`config.mk`:
```
export PLATFORM = sky130hd
export DESIGN_NAME = xgmac_cfg_seq
export DESIGN_NICKNAME = d
export VERILOG_FILES = /design/src/rtl/xgmac_cfg_pkg.sv /design/src/rtl/xgmac_sync2.sv /design/src/rtl/xgmac_cfg_seq.sv
export SDC_FILE = /design/constraint.sdc
export NUM_CORES = 1
export LEC_CHECK = 0
export BUFFER_PORTS_ARGS = -buffer_cell sky130_fd_sc_hd__buf_2
export CAP_MARGIN = 20
export CORE_MARGIN = 4
export CORE_UTILIZATION = 40
export DETAILED_ROUTE_END_ITERATION = 8
export MAX_ROUTING_LAYER = met4
export PLACE_DENSITY = 0.7
export SLEW_MARGIN = 20
export SYNTH_ARGS = -nofsm -noshare
export SYNTH_HDL_FRONTEND = slang
export SYNTH_SLANG_ARGS = --single-unit
```
`constraint.sdc`:
```
create_clock -name bus2ip_clk -period 4.8 [get_ports bus2ip_clk]
set_input_delay 0.24 -clock bus2ip_clk [delete_from_list [all_inputs] [get_ports bus2ip_clk]]
set_output_delay 0.24 -clock bus2ip_clk [all_outputs]
set_load 0.01 [all_outputs]
```
`src/rtl/xgmac_cfg_pkg.sv`:
```
// Shared types and constants for the 10G MAC management-bus sequencer.
package xgmac_cfg_pkg;

    typedef enum logic [2:0] {
        S_WAIT_RST,
        S_WR,
        S_LOCK,
        S_RUN,
        S_IRQ,
        S_ERR
    } state_e;

    localparam logic [31:0] ADDR_RX_CFG = 32'h0000_0404;
    localparam logic [31:0] ADDR_TX_CFG = 32'h0000_0408;
    localparam logic [31:0] ADDR_FC_CFG = 32'h0000_040C;

    localparam int unsigned NUM_STEPS = 3;
    localparam logic [1:0]  LAST_STEP = 2'(NUM_STEPS - 1);

    // Configuration order: flow control, then transmitter, then receiver.
    function automatic logic [31:0] step_addr(input logic [1:0] k);
        case (k)
            2'd0:    step_addr = ADDR_FC_CFG;
            2'd1:    step_addr = ADDR_TX_CFG;
            default: step_addr = ADDR_RX_CFG;
        endcase
    endfunction

endpackage

```
`src/rtl/xgmac_sync2.sv`:
```
// Two-flop synchronizer for single-bit level signals entering the bus clock domain.
module xgmac_sync2 (
    input  logic clk_i,
    input  logic rst_ni,
    input  logic d_i,
    output logic q_o
);

    logic meta_q;
    logic sync_q;

    always_ff @(posedge clk_i or negedge rst_ni) begin
        if (!rst_ni) begin
            meta_q <= 1'b0;
            sync_q <= 1'b0;
        end else begin
            meta_q <= d_i;
            sync_q <= meta_q;
        end
    end

    assign q_o = sync_q;

endmodule

```
`src/rtl/xgmac_cfg_seq.sv`:
```
// Management-bus sequencer: configures the MAC after reset, gates the AXI-Stream
// datapath on PCS block lock and reads the interrupt status word on each interrupt.
module xgmac_cfg_seq
    import xgmac_cfg_pkg::*;
#(
    parameter logic [31:0] C_FC_CFG   = 32'h0000_0000,
    parameter logic [31:0] C_TX_CFG   = 32'h1000_0000,
    parameter logic [31:0] C_RX_CFG   = 32'h1000_0000,
    parameter logic [31:0] C_INT_ADDR = 32'h0000_0600,
    parameter int unsigned C_TIMEOUT  = 1023
) (
    input  logic        bus2ip_clk,
    input  logic        bus2ip_resetn,
    input  logic        resetdone,
    input  logic [7:0]  core_status,
    input  logic        xgmacint,
    output logic        bus2ip_cs,
    output logic        bus2ip_rnw,
    output logic [31:0] bus2ip_addr,
    output logic [31:0] bus2ip_data,
    input  logic [31:0] ip2bus_data,
    input  logic        ip2bus_rdack,
    input  logic        ip2bus_wrack,
    input  logic        ip2bus_error,
    output logic        tx_axis_aresetn,
    output logic        rx_axis_aresetn,
    output logic        cfg_done,
    output logic        cfg_error,
    output logic [31:0] irq_status
);

    localparam logic [9:0] TMO = 10'(C_TIMEOUT);

    function automatic logic [31:0] step_data(input logic [1:0] k);
        case (k)
            2'd0:    step_data = C_FC_CFG;
            2'd1:    step_data = C_TX_CFG;
            default: step_data = C_RX_CFG;
        endcase
    endfunction

    logic rstdone_s, lock_s, int_s;
    logic unused_core_status;

    assign unused_core_status = ^core_status[7:1];

    xgmac_sync2 u_sync_rstdone (
        .clk_i  (bus2ip_clk),
        .rst_ni (bus2ip_resetn),
        .d_i    (resetdone),
        .q_o    (rstdone_s)
    );

    xgmac_sync2 u_sync_lock (
        .clk_i  (bus2ip_clk),
        .rst_ni (bus2ip_resetn),
        .d_i    (core_status[0]),
        .q_o    (lock_s)
    );

    xgmac_sync2 u_sync_int (
        .clk_i  (bus2ip_clk),
        .rst_ni (bus2ip_resetn),
        .d_i    (xgmacint),
        .q_o    (int_s)
    );

    state_e      state_q, state_d;
    logic [1:0]  step_q, step_d;
    logic        cs_q, cs_d;
    logic        rnw_q, rnw_d;
    logic [31:0] addr_q, addr_d;
    logic [31:0] data_q, data_d;
    logic [9:0]  cnt_q, cnt_d;
    logic        aresetn_q, aresetn_d;
    logic        done_q, done_d;
    logic        err_q, err_d;
    logic [31:0] irq_q, irq_d;
    logic        pend_q, pend_d;
    logic        int_prev_q;

    logic ack_ok, timeout, int_rise, irq_capture;

    // Only an acknowledge of the same type as the outstanding request counts.
    assign ack_ok      = cs_q & (rnw_q ? ip2bus_rdack : ip2bus_wrack);
    assign timeout     = cs_q & ~ack_ok & (cnt_q == TMO);
    assign int_rise    = int_s & ~int_prev_q;
    assign irq_capture = (state_q == S_LOCK) | (state_q == S_RUN) | (state_q == S_IRQ);

    always_comb begin
        state_d   = state_q;
        step_d    = step_q;
        cs_d      = cs_q;
        rnw_d     = rnw_q;
        addr_d    = addr_q;
        data_d    = data_q;
        cnt_d     = cnt_q;
        aresetn_d = aresetn_q;
        done_d    = done_q;
        err_d     = err_q;
        irq_d     = irq_q;
        pend_d    = pend_q | (int_rise & irq_capture);

        if (cs_q && !ack_ok) begin
            cnt_d = cnt_q + 10'd1;
        end

        case (state_q)
            S_WAIT_RST: begin
                if (rstdone_s) begin
                    state_d = S_WR;
                    cs_d    = 1'b1;
                    rnw_d   = 1'b0;
                    addr_d  = step_addr(step_q);
                    data_d  = step_data(step_q);
                    cnt_d   = '0;
                end
            end
            S_WR: begin
                if (cs_q) begin
                    if (ack_ok) begin
                        cs_d = 1'b0;
                        if (ip2bus_error) begin
                            state_d = S_ERR;
                        end else if (step_q == LAST_STEP) begin
                            state_d = S_LOCK;
                        end else begin
                            step_d = step_q + 2'd1;
                        end
                    end else if (timeout) begin
                        state_d = S_ERR;
                    end
                end else begin
                    // The idle cycle after an ack falls here; issue the next step.
                    cs_d   = 1'b1;
                    rnw_d  = 1'b0;
                    addr_d = step_addr(step_q);
                    data_d = step_data(step_q);
                    cnt_d  = '0;
                end
            end
            S_LOCK: begin
                if (lock_s) begin
                    aresetn_d = 1'b1;
                    done_d    = 1'b1;
                    state_d   = S_RUN;
                end
            end
            S_RUN: begin
                if (!lock_s) begin
                    aresetn_d = 1'b0;
                    done_d    = 1'b0;
                    state_d   = S_LOCK;
                end else if (pend_q) begin
                    cs_d    = 1'b1;
                    rnw_d   = 1'b1;
                    addr_d  = C_INT_ADDR;
                    data_d  = '0;
                    cnt_d   = '0;
                    pend_d  = int_rise;
                    state_d = S_IRQ;
                end
            end
            S_IRQ: begin
                if (ack_ok) begin
                    cs_d = 1'b0;
                    if (ip2bus_error) begin
                        state_d = S_ERR;
                    end else begin
                        irq_d = ip2bus_data;
                        // Lock loss seen during the read is acted on as the read retires.
                        if (!lock_s) begin
                            aresetn_d = 1'b0;
                            done_d    = 1'b0;
                            state_d   = S_LOCK;
                        end else begin
                            state_d = S_RUN;
                        end
                    end
                end else if (timeout) begin
                    state_d = S_ERR;
                end
            end
            default: begin
                state_d = S_ERR;
            end
        endcase

        if (state_d == S_ERR) begin
            cs_d      = 1'b0;
            aresetn_d = 1'b0;
            done_d    = 1'b0;
            err_d     = 1'b1;
        end
    end

    always_ff @(posedge bus2ip_clk or negedge bus2ip_resetn) begin
        if (!bus2ip_resetn) begin
            state_q    <= S_WAIT_RST;
            step_q     <= '0;
            cs_q       <= 1'b0;
            rnw_q      <= 1'b0;
            addr_q     <= '0;
            data_q     <= '0;
            cnt_q      <= '0;
            aresetn_q  <= 1'b0;
            done_q     <= 1'b0;
            err_q      <= 1'b0;
            irq_q      <= '0;
            pend_q     <= 1'b0;
            int_prev_q <= 1'b0;
        end else begin
            state_q    <= state_d;
            step_q     <= step_d;
            cs_q       <= cs_d;
            rnw_q      <= rnw_d;
            addr_q     <= addr_d;
            data_q     <= data_d;
            cnt_q      <= cnt_d;
            aresetn_q  <= aresetn_d;
            done_q     <= done_d;
            err_q      <= err_d;
            irq_q      <= irq_d;
            pend_q     <= pend_d;
            int_prev_q <= int_s;
        end
    end

    assign bus2ip_cs       = cs_q;
    assign bus2ip_rnw      = rnw_q;
    assign bus2ip_addr     = addr_q;
    assign bus2ip_data     = data_q;
    assign tx_axis_aresetn = aresetn_q;
    assign rx_axis_aresetn = aresetn_q;
    assign cfg_done        = done_q;
    assign cfg_error       = err_q;
    assign irq_status      = irq_q;

endmodule

```
Yosys cells after proc, flatten, opt, wreduce, memory -nomap -nowiden
Cells that the tools add are included.

operators by class
  add/sub/neg operators = 2
  multipliers = 0
  divide/modulo/power cells = 0
  order comparisons = 0
  equal/unequal tests = 18
  shift operators = 0
  muxes and demuxes = 57
  bitwise gates (word level) = 12
  reduce and logical (&&, ||, !) cells = 12

operators by type and width
  kind                   number
  $mux 32                8
  $pmux 32 s3            2
  $mux 10                5
  $mux 3                 11
  $pmux 10 s3            1
  $mux 29                1
  $mux 1                 23
  $pmux 3 s5             1
  $reduce_and 5->1       3
  $ne 3x2->1 const B     4
  $add 10x1->10 const B  1
  $eq 10x10->1 const B   1
  $pmux 1 s3             3
  $pmux 4 s2             1
  $eq 3x2->1 const B     2
  $eq 3x3->1 const B     2
  $ne 3x1->1 const B     2
  $and 1x1->1            5
  $reduce_bool 5->1      1
  $ne 2x1->1 const B     2
  $ne 2x2->1 const B     2
  $not 1->1              4
  $pmux 1 s4             1
  $reduce_and 4->1       1
  12 further kinds       14

word-level totals
  register bits = 124
  bits in latches = 0
  memory bits (writable) = 0
  ROM bits = 0
  input port bits = 47
  output and inout port bits = 102
  logic and storage cells = 120
  memories = 0

Longest topological paths before layout
  depth after elaboration = 12
  depth in mapped cells = 6
  depth with buffers taken out = 6

By module
From an unflattened synthesis, not the netlist that was laid out.

second synthesis, totals
  cell total of the unflattened synthesis = 295
  area total of the unflattened synthesis = 3339.5 µm²

modules (own cells, without submodules)
  module         times used  cells an instance  area each (µm²)  seq. area each (µm²)
  xgmac_cfg_seq  1           289                3189.3           1451.4
  xgmac_sync2    3           2                  50.0             50.0

Worst setup path before layout
Ideal clock, no wire load.

  path type = reg-to-reg
  from = register bus2ip_addr[9] (netlist name)
  to = register cs_q, in the netlist bus2ip_cs
  setup time = 130 ps
  arrival = 1561 ps
  required time = 4670 ps
  path slack = 3108 ps
  stages on the path, launching flop included = 6
  buffers on the path = 0
  period minus slack after synthesis = 1692 ps
  cells stage by stage = dfrtp_1 -> mux2_4 -> nor4_4 -> o221ai_2 -> a22oi_2 -> a211oi_1

RTL lines
  element               RTL line              text
  to (signal assigned)  xgmac_cfg_seq.sv:215  cs_q <= cs_d;
  to (decl)             xgmac_cfg_seq.sv:70   logic cs_q, cs_d;

Worst setup path after layout
  from = register state_q[1]
  to = register data_q[28], in the netlist bus2ip_data[28]

between the ends
  word-level cells in the longest chain between the ends = 3
  elaborated cells between the ends (all ways) = 10
  classes of those cells = eq/ne (6); mux (1); reduce/logical (3)

ends and longest elaborated chain
  element                                       RTL line              text
  from (decl)                                   xgmac_cfg_seq.sv:68   state_e state_q, state_d;
  from (signal assigned)                        xgmac_cfg_seq.sv:213  state_q <= state_d;
  $eq 3x2->1 (tied with other cells)            xgmac_cfg_seq.sv:108  case (state_q)
  $ne 2x1->1 (no line) (tied with other cells)  -
  $reduce_and 5->1 (no line)                    -
  to (signal assigned)                          xgmac_cfg_seq.sv:218  data_q <= data_d;
  to (decl)                                     xgmac_cfg_seq.sv:73   logic [31:0] data_q, data_d;

Several ways; a longest one is shown, not always the timed one.
A chain may end at the register's enable or synchronous reset.

==> flow_summary.json <==
{
  "outcome": "finished clean",
  "setup_viol": 0,
  "root_buffer": "clkbuf_8",
  "ir_drop_mv": 0.277,
  "gp_congestion": 0.814,
  "wl_per_cell_um": 13.1,
  "syn_area_per_cell_um2": 11.3,
  "area_growth_pct": 13.7,
  "synth_top_family_by_area": "buffers and inverters",
  "dpl_worst_slack_ns": 2.37,
  "holdCritPathClass": "in2async",
  "seqPwrFrac": 0.425,
  "vias": 2216,
  "die_h_um": 99.0,
  "reg2reg_depth": 4,
  "rows": 32,
  "final-max-slew-violation-count": 0,
  "numPortBuffers": 82,
  "final-hold-violation-count": 0,
  "crit_type": "reg2reg",
  "clock_sinks": 64,
  "slew_headroom": 0.382,
  "yosysSeqAreaShare": 0.483,
  "layoutNonFillerInstCount": 484,
  "grt_pass1_wl_mm": 10.3,
  "post_cts_buffers": 0,
  "synth_edf_count": 0,
  "crit_family": "compound AO/OA/AOI/OAI gates",
  "pwr-share-clk": 0.224,
  "grt_antenna_before_repair": 0,
  "drcViolationCount": 0,
  "pwr-share-comb": 0.351,
  "synth_xor_area_frac": 0.0211,
  "cp_slowest_cell": "a2111oi_4",
  "p_int_uw": 1340,
  "placed_cells": 465,
  "finClkSkew_ns": 0.00983,
  "muxShareOfSynthArea": 0.124,
  "synth_compound_area_frac": 0.0752,
  "rsz0062_at_grt": "no",
  "syn_area_um2": 3310,
  "timing.rr.end": "bus2ip_data[28]$_DFFE_PN0P_",
  "drv_cap": 0,
  "gr-usage-all-layers": 0.134,
  "fmax_ghz": 0.410,
  "placeableCoreArea_um2": 7890,
  "p_leak_uw": 0.00188,
  "reg2reg_from": "state_q[1]$_DFF_PN0_",
  "period_share": 0.508,
  "path_clk_slew_ns": 0.07,
  "setup_ws_ns": 2.36,
  "fin_hold_ws_ns": 0.0772,
  "synth-simple-area-share": 0.108,
  "via_per_inst": 4.58,
  "worstPathMaxFanout": 20,
  "antenna_cells": 0,
  "worstMarginPinSlew_ns": 0.927,
  "p_sw_frac": 0.352,
  "antenna_left": 0,
  "nNetsFinal": 429,
  "fin_crit_ns": 2.44,
  "worstPathCellList": "inv_1, and3_1, a2111oi_4, mux2_2",
  "yosysUniqueCellTypes": 49,
  "floorplan.die.width_um": 99.0,
  "drt-initial-drc-count": 65,
  "end_kind": "flip-flop",
  "p_sw_uw": 728,
  "grt_pass1_vias": 2148,
  "insertion_delay_ns": 0.34,
  "hpwlAfterDp_mm": 4.55,
  "wirelength_mm": 6.32,
  "setup_tns_ns": 0,
  "max_stage_delay_ns": 0.80,
  "ctsResizeCount": 0,
  "cts_tree": "built",
  "start_util": 0.420,
  "ys_ff_latch": 64,
  "cp-start-kind": "flip-flop",
  "ios": 149,
  "path_buf_inv": 1,
  "ys.warnings.count": 0,
  "die_area_um2": 9800,
  "synthAdderAreaFrac": 0.0189,
  "async_flop_share": 1.00,
  "final_util": 0.477,
  "first_pass_iters": 4,
  "cp.required_ns": 5.02,
  "cts_buffer_depth": 2,
  "cp.arrival_ns": 2.66,
  "r2r_setup_slack_ns": 2.36,
  "ys.flop_type": "dfrtp_1",
  "htreeDepth": 3,
  "layout-drive-gt1-share": 0.374,
  "synthCells": 292,
  "cts_buffers": 9,
  "grt_max_degree": 65,
  "grt_overflow": 0,
  "cellPowerDensity_nw_per_um2": 549
}
## flip-flops by register name, indices dropped and copies added (netlist names)
| register | count |
|---|---|
| bus2ip_addr | 4 |
| bus2ip_cs | 1 |
| bus2ip_data | 1 |
| cfg_done | 1 |
| cfg_error | 1 |
| cnt_q | 10 |
| int_prev_q | 1 |
| irq_status | 32 |
| pend_q | 1 |
| rx_axis_aresetn | 1 |
| state_q | 3 |
| step_q | 2 |
| u_sync_int.meta_q | 1 |
| u_sync_int.q_o | 1 |
| u_sync_lock.meta_q | 1 |
| u_sync_lock.q_o | 1 |
| u_sync_rstdone.meta_q | 1 |
| u_sync_rstdone.q_o | 1 |
## power by group through the flow
| stage | logic [uW] | registers (uW) | clock network [uW] |
|---|---|---|---|
| 6_report | 726 | 879 | 464 |
| 5_1_grt | 804 | 908 | 506 |
| 4_1_cts | 737 | 880 | 483 |
| 3_5_place_dp | 733 | 886 | 0 |
| 3_3_place_gp | 714 | 871 | 0 |
| 2_1_floorplan | 497 | 906 | 0 |
## cells in the mapped netlist (2+ instances only)
| cell type | number | share of area |
|---|---|---|
| nand3_1 | 9 | 0.014 |
| ha_1 | 5 | 0.019 |
| nor2_1 | 16 | 0.018 |
| inv_1 | 5 | 0.0057 |
| buf_2 | 3 | 0.0045 |
| a21oi_1 | 10 | 0.015 |
| buf_6 | 4 | 0.014 |
| nand2b_1 | 3 | 0.0057 |
| a211oi_1 | 4 | 0.0091 |
| mux2_2 | 33 | 0.11 |
| xnor2_1 | 3 | 0.0079 |
| and3_1 | 3 | 0.0057 |
| xor2_1 | 5 | 0.013 |
| or3_1 | 2 | 0.0038 |
| buf_4 | 62 | 0.14 |
| o21ai_0 | 13 | 0.020 |
| nand3b_1 | 2 | 0.0045 |
| dfrtp_1 | 64 | 0.48 |
| nand2_1 | 16 | 0.018 |
## placed cells by master, fill, tap and decap left out, types with 4 or more instances in the layout
cell / count
o21ai_0: 13
ha_1: 5
clkbuf_8: 11
nor2_1: 16
conb_1: 59
buf_2: 82
xor2_1: 5
a211oi_1: 4
nand3_1: 9
a21oi_1: 10
inv_1: 5
mux2_2: 33
nand2_1: 16
dfrtp_1: 64
## worst max path at each step
stage | start | cells past startpoint | end | slack [ns]
2_1_floorplan | bus2ip_addr[9]$_DFFE_PN0P_ | 5 | bus2ip_cs$_DFFE_PN0P_ | 3.11
3_3_place_gp | state_q[1]$_DFF_PN0_ | 4 | bus2ip_addr[2]$_DFFE_PN0P_ | 2.43
3_5_place_dp | state_q[1]$_DFF_PN0_ | 4 | bus2ip_data[28]$_DFFE_PN0P_ | 2.37
4_1_cts | state_q[1]$_DFF_PN0_ | 4 | bus2ip_data[28]$_DFFE_PN0P_ | 2.36
5_1_grt | state_q[1]$_DFF_PN0_ | 4 | bus2ip_data[28]$_DFFE_PN0P_ | 2.19
6_report | state_q[1]$_DFF_PN0_ | 4 | bus2ip_data[28]$_DFFE_PN0P_ | 2.36
## kinds of logic after synthesis
group | after synthesis
other | 1
adder cells (fa/ha/maj) | 5
AO/OA/AOI/OAI | 37
XOR/XNOR | 8
multiplexers | 36
flip-flops | 64
buffers and inverters | 75
AND/OR/NAND/NOR | 66
## repair_timing
action,in CTS,in global routing
hold buffers,3,0
hold endpoints to repair,3,0
setup endpoints to repair,0,0
## final cells by class
cell class | count | area, um2
clock buffers | 13 | 159
clock inverters | 3 | 40.0
fillers | 749 | 4120
inverters | 5 | 18.8
multi-input cells | 211 | 1370
flip-flops and latches | 64 | 1600
well taps | 102 | 128
repair buffers | 86 | 448
## metal layers
| layer | part of all wire | wire (um) | track usage |
|---|---|---|---|
| met4 | 0.016 | 102 | 0.0599 |
| met2 | 0.45 | 2870 | 0.186 |
| met3 | 0.092 | 581 | 0.0340 |
| met5 | 0 | 0 | - |
| met1 | 0.44 | 2760 | 0.184 |
## metrics by stage
step	power (uW)	instance area [um2]
4_1_cts	2100	3770
3_3_place_gp	1590	3540
3_5_place_dp	1620	3540
2_1_floorplan	1400	3530
6_report	2070	3770
5_1_grt	2220	3770
No activity file was read; power rests on OpenSTA's default activity.
